## src/rtl/isr_inta_ctrl.sv

```systemverilog
// rtl/isr_inta_ctrl.sv - 8259A in-service register and INTA sequencer
module isr_inta_ctrl #(
  parameter int SYNC_STAGES = 2
) (
  input  logic       clk,
  input  logic       rst_n,
  input  logic       intr,
  input  logic [7:0] isr_set,
  input  logic [2:0] code,
  input  logic       inta_n,
  input  logic       aeoi,
  input  logic [4:0] vec_base,
  input  logic       cmd_valid,
  input  logic [2:0] cmd,
  input  logic [2:0] cmd_lvl,
  output logic [7:0] isr,
  output logic [2:0] sp,
  output logic       int_out,
  output logic [7:0] irr_clr,
  output logic [7:0] data_out,
  output logic       data_oe,
  output logic       spurious
);

  typedef enum logic [1:0] {IDLE, ACK1, WAIT2, ACK2} state_t;

  state_t                 state_q, state_nxt;
  logic [SYNC_STAGES-1:0] sync_q;
  logic                   inta_d;
  logic                   inta_s, fall, rise;
  logic                   ack1, ack2_start, ack2_end;
  logic [2:0]             lvl_q;
  logic                   rotate_aeoi_q;

  logic       nse_found;
  logic [2:0] nse_lvl;
  logic [7:0] cmd_clr, aeoi_clr, ack_set;
  logic       sp_we, rot_we, rot_val, aeoi_rot;
  logic [2:0] sp_val;

  // inta_n is asynchronous; edges are detected only on the synchronised copy
  always_ff @(posedge clk or negedge rst_n) begin
    if (!rst_n) begin
      sync_q <= '1;
      inta_d <= 1'b1;
    end else begin
      sync_q <= {sync_q[SYNC_STAGES-2:0], inta_n};
      inta_d <= sync_q[SYNC_STAGES-1];
    end
  end

  assign inta_s = sync_q[SYNC_STAGES-1];
  assign fall   = inta_d & ~inta_s;
  assign rise   = ~inta_d & inta_s;

  always_ff @(posedge clk or negedge rst_n) begin
    if (!rst_n) state_q <= IDLE;
    else        state_q <= state_nxt;
  end

  always_comb begin
    state_nxt  = state_q;
    ack1       = 1'b0;
    ack2_start = 1'b0;
    ack2_end   = 1'b0;
    case (state_q)
      IDLE: if (fall) begin
        ack1      = 1'b1;
        state_nxt = ACK1;
      end
      ACK1:  if (rise) state_nxt = WAIT2;
      WAIT2: if (fall) begin
        ack2_start = 1'b1;
        state_nxt  = ACK2;
      end
      ACK2: if (rise) begin
        ack2_end  = 1'b1;
        state_nxt = IDLE;
      end
      default: state_nxt = IDLE;
    endcase
  end

  // Highest-priority in-service level, scanning from sp+1 around to sp
  always_comb begin
    logic [2:0] idx;
    nse_found = 1'b0;
    nse_lvl   = 3'd0;
    idx       = 3'd0;
    for (int i = 1; i <= 8; i++) begin
      idx = sp + 3'(i);
      if (!nse_found && isr[idx]) begin
        nse_found = 1'b1;
        nse_lvl   = idx;
      end
    end
  end

  always_comb begin
    cmd_clr = 8'h00;
    sp_we   = 1'b0;
    sp_val  = cmd_lvl;
    rot_we  = 1'b0;
    rot_val = 1'b0;
    if (cmd_valid) begin
      case (cmd)
        3'b001: if (nse_found) cmd_clr[nse_lvl] = 1'b1;
        3'b011: cmd_clr[cmd_lvl] = 1'b1;
        3'b101: if (nse_found) begin
          cmd_clr[nse_lvl] = 1'b1;
          sp_we            = 1'b1;
          sp_val           = nse_lvl;
        end
        3'b111: begin
          cmd_clr[cmd_lvl] = 1'b1;
          sp_we            = 1'b1;
        end
        3'b110: sp_we = 1'b1;
        3'b100: begin
          rot_we  = 1'b1;
          rot_val = 1'b1;
        end
        3'b000: rot_we = 1'b1;
        default: ;
      endcase
    end
  end

  always_comb begin
    aeoi_clr = 8'h00;
    aeoi_rot = 1'b0;
    if (ack2_end && aeoi && !spurious) begin
      aeoi_clr[lvl_q] = 1'b1;
      aeoi_rot        = rotate_aeoi_q;
    end
  end

  assign ack_set = ack1 ? isr_set : 8'h00;

  // Clears use the pre-update isr; a same-cycle INTA1 set is OR-ed in last
  always_ff @(posedge clk or negedge rst_n) begin
    if (!rst_n) begin
      isr           <= 8'h00;
      sp            <= 3'd7;
      int_out       <= 1'b0;
      irr_clr       <= 8'h00;
      data_out      <= 8'h00;
      data_oe       <= 1'b0;
      spurious      <= 1'b0;
      lvl_q         <= 3'd0;
      rotate_aeoi_q <= 1'b0;
    end else begin
      isr     <= (isr & ~cmd_clr & ~aeoi_clr) | ack_set;
      irr_clr <= ack_set;
      int_out <= (state_nxt == IDLE) ? intr : 1'b0;

      if (aeoi_rot)   sp <= lvl_q;
      else if (sp_we) sp <= sp_val;

      if (rot_we) rotate_aeoi_q <= rot_val;

      if (ack1) begin
        lvl_q    <= (isr_set != 8'h00) ? code : 3'd7;
        spurious <= (isr_set == 8'h00);
      end

      if (ack2_start) begin
        data_out <= {vec_base, lvl_q};
        data_oe  <= 1'b1;
      end else if (ack2_end) begin
        data_out <= 8'h00;
        data_oe  <= 1'b0;
      end
    end
  end

endmodule
```

## config.mk

```make
export PLATFORM = sky130hd
export DESIGN_NAME = isr_inta_ctrl
export DESIGN_NICKNAME = d
export VERILOG_FILES = /design/src/rtl/isr_inta_ctrl.sv
export SDC_FILE = /design/constraint.sdc
export NUM_CORES = 1
export LEC_CHECK = 0
export BUFFER_PORTS_ARGS = -buffer_cell sky130_fd_sc_hd__buf_2
export CAP_MARGIN = 10
export CORE_UTILIZATION = 50
export DETAILED_ROUTE_END_ITERATION = 12
export GPL_ROUTABILITY_DRIVEN = 0
export PLACE_DENSITY = 0.71
export RECOVER_POWER = 25
export SLEW_MARGIN = 20
export SYNTH_ARGS = -nofsm -noshare
export SYNTH_HDL_FRONTEND = slang
export SYNTH_SLANG_ARGS = --single-unit
```

## constraint.sdc

```tcl
create_clock -name clk -period 5.6 [get_ports clk]
set_input_delay 0.28 -clock clk [delete_from_list [all_inputs] [get_ports clk]]
set_output_delay 0.28 -clock clk [all_outputs]
set_load 0.03 [all_outputs]
```

# Word-level counts from Yosys, hierarchy flattened
# Cells that the tools add are included.
[totals]
output_inout_bits = 30
ff_bits = 39
[classes]
n_mux = 72
n_lt_le_gt_ge = 14
eq_ne = 9
n_addsub = 7
bitwise_logic = 9
reduce_logical = 31
[op_table]
columns = ["operator", "count"]
rows = [
  ["8-bit 2-to-1 mux", 6],
  ["3-bit by 4-bit less-than comparator with 1-bit output, second input constant", 11],
  ["3-bit 2-to-1 mux", 14],
  ["1-bit 2-to-1 mux", 34],
  ["1-bit binary-select mux with 3-bit select", 8],
  ["8-bit AND", 2],
  ["8-bit inverter", 2],
  ["8-bit case mux with 2 select lines", 1],
  ["3-bit adder, second input constant", 4],
  ["3-bit == test, second input constant", 4],
  ["1-bit logical AND", 12],
  ["1-bit demux with 3-bit select", 3],
  ["3-bit by 1-bit greater-or-equal comparator with 1-bit output, second input constant", 3],
  ["1-bit zero test", 8],
  ["8-bit zero test", 1],
  ["2-bit 2-to-1 mux", 4],
  ["8-bit bitwise OR", 1],
  ["2-bit case mux with 4 select lines", 1],
  ["8-bit nonzero test", 1],
  ["2-bit OR reduction", 4],
  ["3-bit by 2-bit adder with 3-bit output, second input constant", 2],
  ["2-bit == test, second input constant", 2],
  ["2-bit zero test", 2],
  ["2-bit nonzero test", 2],
  ["8 further kinds", 10],
]

# Logic depth before layout (Yosys ltp)
[depth]
word_depth = 36
ltp_mapped = 15
mapped_depth_nobuf = 10

# Worst setup path before layout
# OpenSTA, ideal clock, no wires.
[synth_timing]
path_type = "reg2reg"
from = "register sp[1]"
to = "register sp[2]"
arrival_ns = 4.018
setup_slack_ns = 1.484
path_buffers = 5
t_required_ns = 5.502
setup_ns = 0.098
period_less_slack_ns = 4.116
stages_incl_launch_ff = 16
path_cell_list = "dfstp_2 > buf_6 > clkbuf_1 > inv_1 > ha_1 > buf_2 > buf_2 > mux2_4 > nor3_1 > a221oi_1 > or4_1 > buf_2 > o41ai_4 > nor2_2 > a22o_1 > a221oi_1"
[synth_via]
elab_chain_cells = 30
word_cells_on_any_way = 62
cone_classes = "add/sub (7); mux (40); reduce/logical (15)"
[synth_rtl]
columns = ["element", "line_no", "rtl"]
rows = [
  ["from (decl)", "17", "output logic [2:0] sp,"],
  ["from (signal assigned)", "157", "if (aeoi_rot) sp <= lvl_q;"],
  ["from (signal assigned)", "158", "else if (sp_we) sp <= sp_val;"],
  ["3-bit by 1-bit adder with 3-bit output", "91", "idx = sp + 3'(i);"],
  ["1-bit binary-select mux with 3-bit select", "92", "if (!nse_found && isr[idx]) begin"],
  ["1-bit 2-to-1 mux (implied by the code)", "92", ""],
  ["1-bit 2-to-1 mux", "92", ""],
  ["1-bit zero test", "92", ""],
  ["1-bit logical AND", "92", ""],
  ["1-bit 2-to-1 mux", "92", ""],
  ["1-bit zero test", "92", ""],
  ["(+14 left out)", "--", ""],
  ["1-bit zero test", "92", ""],
  ["1-bit logical AND", "92", ""],
  ["3-bit 2-to-1 mux or 1-bit 2-to-1 mux (tied branches)", "92", ""],
  ["3-bit 2-to-1 mux", "109", "3'b101: if (nse_found) begin"],
  ["3-bit 2-to-1 mux", "106", "case (cmd)"],
  ["3-bit 2-to-1 mux", "105", "if (cmd_valid) begin"],
  ["3-bit 2-to-1 mux", "158", ""],
  ["3-bit 2-to-1 mux", "157", ""],
]
# Several ways; a longest one is shown, not always the timed one. The select of a mux whose other input is x is not followed.
# A chain may end at the register's enable or synchronous reset.

# Worst setup path in the final report
[layout_timing]
from = "register sp[0]"
to = "register isr[2]"
[layout_via]
elab_chain_cells = 36
word_cells_on_any_way = 65
cone_classes = "add/sub (7); order compare (2); mux (37); bitwise (4); reduce/logical (15)"
[layout_rtl]
columns = ["element", "line_no", "rtl"]
rows = [
  ["3-bit by 1-bit adder with 3-bit output", "91", ""],
  ["1-bit binary-select mux with 3-bit select", "92", ""],
  ["1-bit 2-to-1 mux (implied by the code)", "92", ""],
  ["1-bit 2-to-1 mux", "92", ""],
  ["1-bit zero test", "92", ""],
  ["1-bit logical AND", "92", ""],
  ["1-bit 2-to-1 mux", "92", ""],
  ["1-bit zero test", "92", ""],
  ["(+19 left out)", "--", ""],
  ["1-bit 2-to-1 mux (implied by the code)", "107, 110", ""],
  ["1-bit demux with 3-bit select", "107, 110", ""],
  ["8-bit 2-to-1 mux *", "107, 109", ""],
  ["8-bit case mux with 2 select lines *", "106", ""],
  ["8-bit 2-to-1 mux *", "105", ""],
  ["8-bit inverter *", "153", "isr <= (isr & ~cmd_clr & ~aeoi_clr) | ack_set;"],
  ["8-bit AND * (2 in series)", "153", ""],
  ["8-bit bitwise OR *", "153", ""],
  ["to (signal assigned)", "153", ""],
  ["to (decl)", "16", "output logic [7:0] isr,"],
]
# Mark *: on every way between the ends. The rest lies on a longest branch, timed or not. The select of a mux whose other input is x is not followed.

==> flow_summary_export.csv <==
group,metric,value,unit
run_status,status,"finished, violations left",
run_status,violations,"max-capacitance violations, max-slew violations",
grt,grt.met1_usage,36.5,%
setup_path,worst-path-max-fanout,32,
grt,grt-ovfl-total,0,
setup_path,slowest_delay,940,ps
yosys,syn_area,2920,um2
grt,gr-usage-all-layers,26.7,%
final_layout,fin_nets,382,
grt,antenna_found_initial,0,
setup_path,path_cells,"inv_1, ha_1, mux2_1, mux2_2, o221a_2, or4_1, o31a_1, o21ai_1, nor3_1, o31ai_1",
clock_tree,cts_root_buf,"clkbuf_8",
grt,grt_max_degree,40,
placement,dp_hpwl,5580,um
setup_path,reg2regPathDepth,10,
drt,drt.antenna.violating_nets,0,
sta,fmax,0.218,GHz
grt,grt_pass1_wl,12900,um
sta,relSlewSlack,-35.7,%
sta,fin_crit_sh,82.0,%
clock_tree,insertion_delay,290,ps
power_and_ir_drop,finalPower,2220,uW
floorplanning,core_area,5570,um2
power_and_ir_drop,ir_worst_vdd,0.000281,V
yosys,ys_types,65,
clock_tree,cts_tree,"yes",
flow_run,drv_cap,1,
final_layout,final_common_cell,"buf_2",
setup_path,path_class,"flop to flop",
sta,grt_setup_unrepaired,"no",
setup_path,crit_required,5780,ps
min_path,hold_start,"inta_n",
drt,wl_per_cell,18.4,um
clock_tree,htreeDepth,2,
floorplanning,dieArea,6140,um2
clock_tree,post_cts_buffers,0,
clock_tree,clk_pin_slew,80,ps
drt,routed_wl,7830,um
yosys,ys_seq_elements,39,
yosys,synth_edf_count,0,
yosys,avgSynthCellArea,9.69,um2
clock_tree,cts_inserted_buffers,5,
min_path,hold_end,"sync_q[0]",
final_layout,drive_above_1_share,27.8,%
setup_path,rr_startpoint,"sp[0]",
drt,via_per_inst,6.51,
grt,top_usage_layer,"met2",
yosys,ys.flop_type,"dfrtp_1",
yosys,synthesis.nets,331,
min_path,hold_depth,1,
sta,fin_skew,7.23,ps
final_layout,final_cell_mix,"buf_2 (56), dfrtp_1 (33), nor2_1 (24)",
grt,grt_pass1_vias,2642,
floorplanning,die_w,78.4,um
sta,setup_viol_count_final,0,
floorplanning,die_h,78.4,um
setup_path,cp.arrival,4770,ps
final_layout,diodes,0,
yosys,yosysWarnings,0,
drt,drtIter0Drc,380,
floorplanning,start_util,52.3,%
placement,io_buffers,57,
sta,slew_violations,40,
drt,dr.pass1.iters,5,
yosys,yosysSeqAreaShare,33.7,%
clock_tree,ctsResizeCount,0,
drt,vias,2765,
sta,hold_viol,0,
grt,gr-usage-met3,5.23,%
setup_path,slowest_stage,"dfstp_2",
power_and_ir_drop,power_density,668,nW/um2
yosys,synthArstFlopShare,100,%
floorplanning,num_rows,27,
sta,tns,0,ps
clock_tree,ctsHoldBuffers,0,
setup_path,start_kind,"flop",
grt,use_met2,44.1,%
clock_tree,cts_sinks,39,
clock_tree,clk_path_buf_depth,2,
sta,fin_crit,4590,ps
setup_path,r2r_slack,1010,ps
final_layout,area_growth,13.9,%
min_path,holdCritPathClass,"input port to flop",
floorplanning,design.portCount,58,
sta,worst_pin_slew,2040,ps
setup_path,reg2reg_to,"isr[2]",
yosys,syn_inst,301,
setup_path,end_kind,"flop",
power_and_ir_drop,p_leak,0.00138,uW
drt,drc,0,
registers in the layout, indices dropped and copies added, names as in the netlist:
name	flops
sync_q	2
sp	3
isr	8
lvl_q	3
state_q	2
int_out	1
irr_clr	8
data_out	8
spurious	1
inta_d	1
data_oe	1
rotate_aeoi_q	1
layer usage:
metal	vias up	part of all wire, %
met5	-	0
met1	1329	44
met4	0	0.88
li1	1284	-
met2	140	48
met3	12	7.7
cells by family after synthesis:
logic type / share of synthesized area, %
XOR/XNOR: 1.46
adder cells (fa/ha/maj): 0.858
multiplexers: 18.5
buffers and inverters: 3.43
AND/OR/NAND/NOR: 20.3
AO/OA/AOI/OAI: 21.7
flip-flops: 33.7
metrics by stage:
step | hold slack [ps] | setup slack [ps] | util (%) | cells | instance area [um2]
2_1_floorplan | -15.6 | 1480 | - | 301 | 2920
3_3_place_gp | 347 | 1240 | 58.0 | 417 | 3240
3_5_place_dp | 351 | 1110 | 58.0 | 417 | 3240
4_1_cts | 77.1 | 1100 | 59.6 | 425 | 3320
5_1_grt | 74.7 | 801 | 59.6 | 425 | 3320
6_report | 85.9 | 1010 | 59.6 | 425 | 3320
layout make-up:
class / instances / area (um2)
clock buffer: 6 / 72.6
clock inverter: 2 / 12.5
fill: 489 / 2250
inverter: 8 / 30.0
multi-input combinational: 239 / 1830
sequential: 39 / 983
tap: 72 / 90.1
timing repair buffer: 59 / 299
worst max-delay path: cells and delay by family (launching register included):
kind            cells  cell delay [ps]
buf+inv             1              210
compound gates      4             1220
flops               1              940
mux                 2              710
fa+ha+maj           1              700
simple gates        2              690
power by group:
| group | internal (uW) | switching, uW |
|---|---|---|
| registers | 366 | 181 |
| logic | 620 | 866 |
| clock network | 87.0 | 98.1 |
| total | 1070 | 1150 |
worst max-delay path by stage:
| stage | from | endpoint | slack [ps] | cells past startpoint |
|---|---|---|---|---|
| global placement | sp[0] | sp[2] | 1240 | 10 |
| floorplan | sp[1] | sp[2] | 1480 | 15 |
| finish | sp[0] | isr[2] | 1010 | 10 |
| CTS | sp[0] | sp[2] | 1100 | 10 |
| detailed placement | sp[0] | sp[2] | 1110 | 10 |
| global route | sp[0] | isr[7] | 800 | 10 |
cells in the mapped netlist (all sizes together) (3+ instances only):
master / number / share of area (%)
dfrtp: 33 / 28
nor2: 25 / 3.3
nand2: 20 / 2.6
a21oi: 19 / 3.3
mux2: 15 / 5.9
mux4: 13 / 10
nor3: 13 / 2.2
nand3: 11 / 1.9
o21ai: 11 / 1.9
and2: 9 / 1.9
o221ai: 9 / 2.7
o22ai: 9 / 1.9
clkbuf: 8 / 1.0
inv: 8 / 1.0
buf: 7 / 1.4
mux2i: 7 / 2.4
dfstp: 6 / 5.4
nand2b: 6 / 1.3
nor4b: 5 / 1.7
o21bai: 4 / 1.0
a221oi: 3 / 0.90
a22oi: 3 / 0.77
and3: 3 / 0.64
nand4: 3 / 0.64
nor3b: 3 / 0.77
o22a: 3 / 0.90
or3: 3 / 0.64
or4: 3 / 0.77
xnor2: 3 / 1.2
Note: power is estimated with default switching activity, not from simulation.
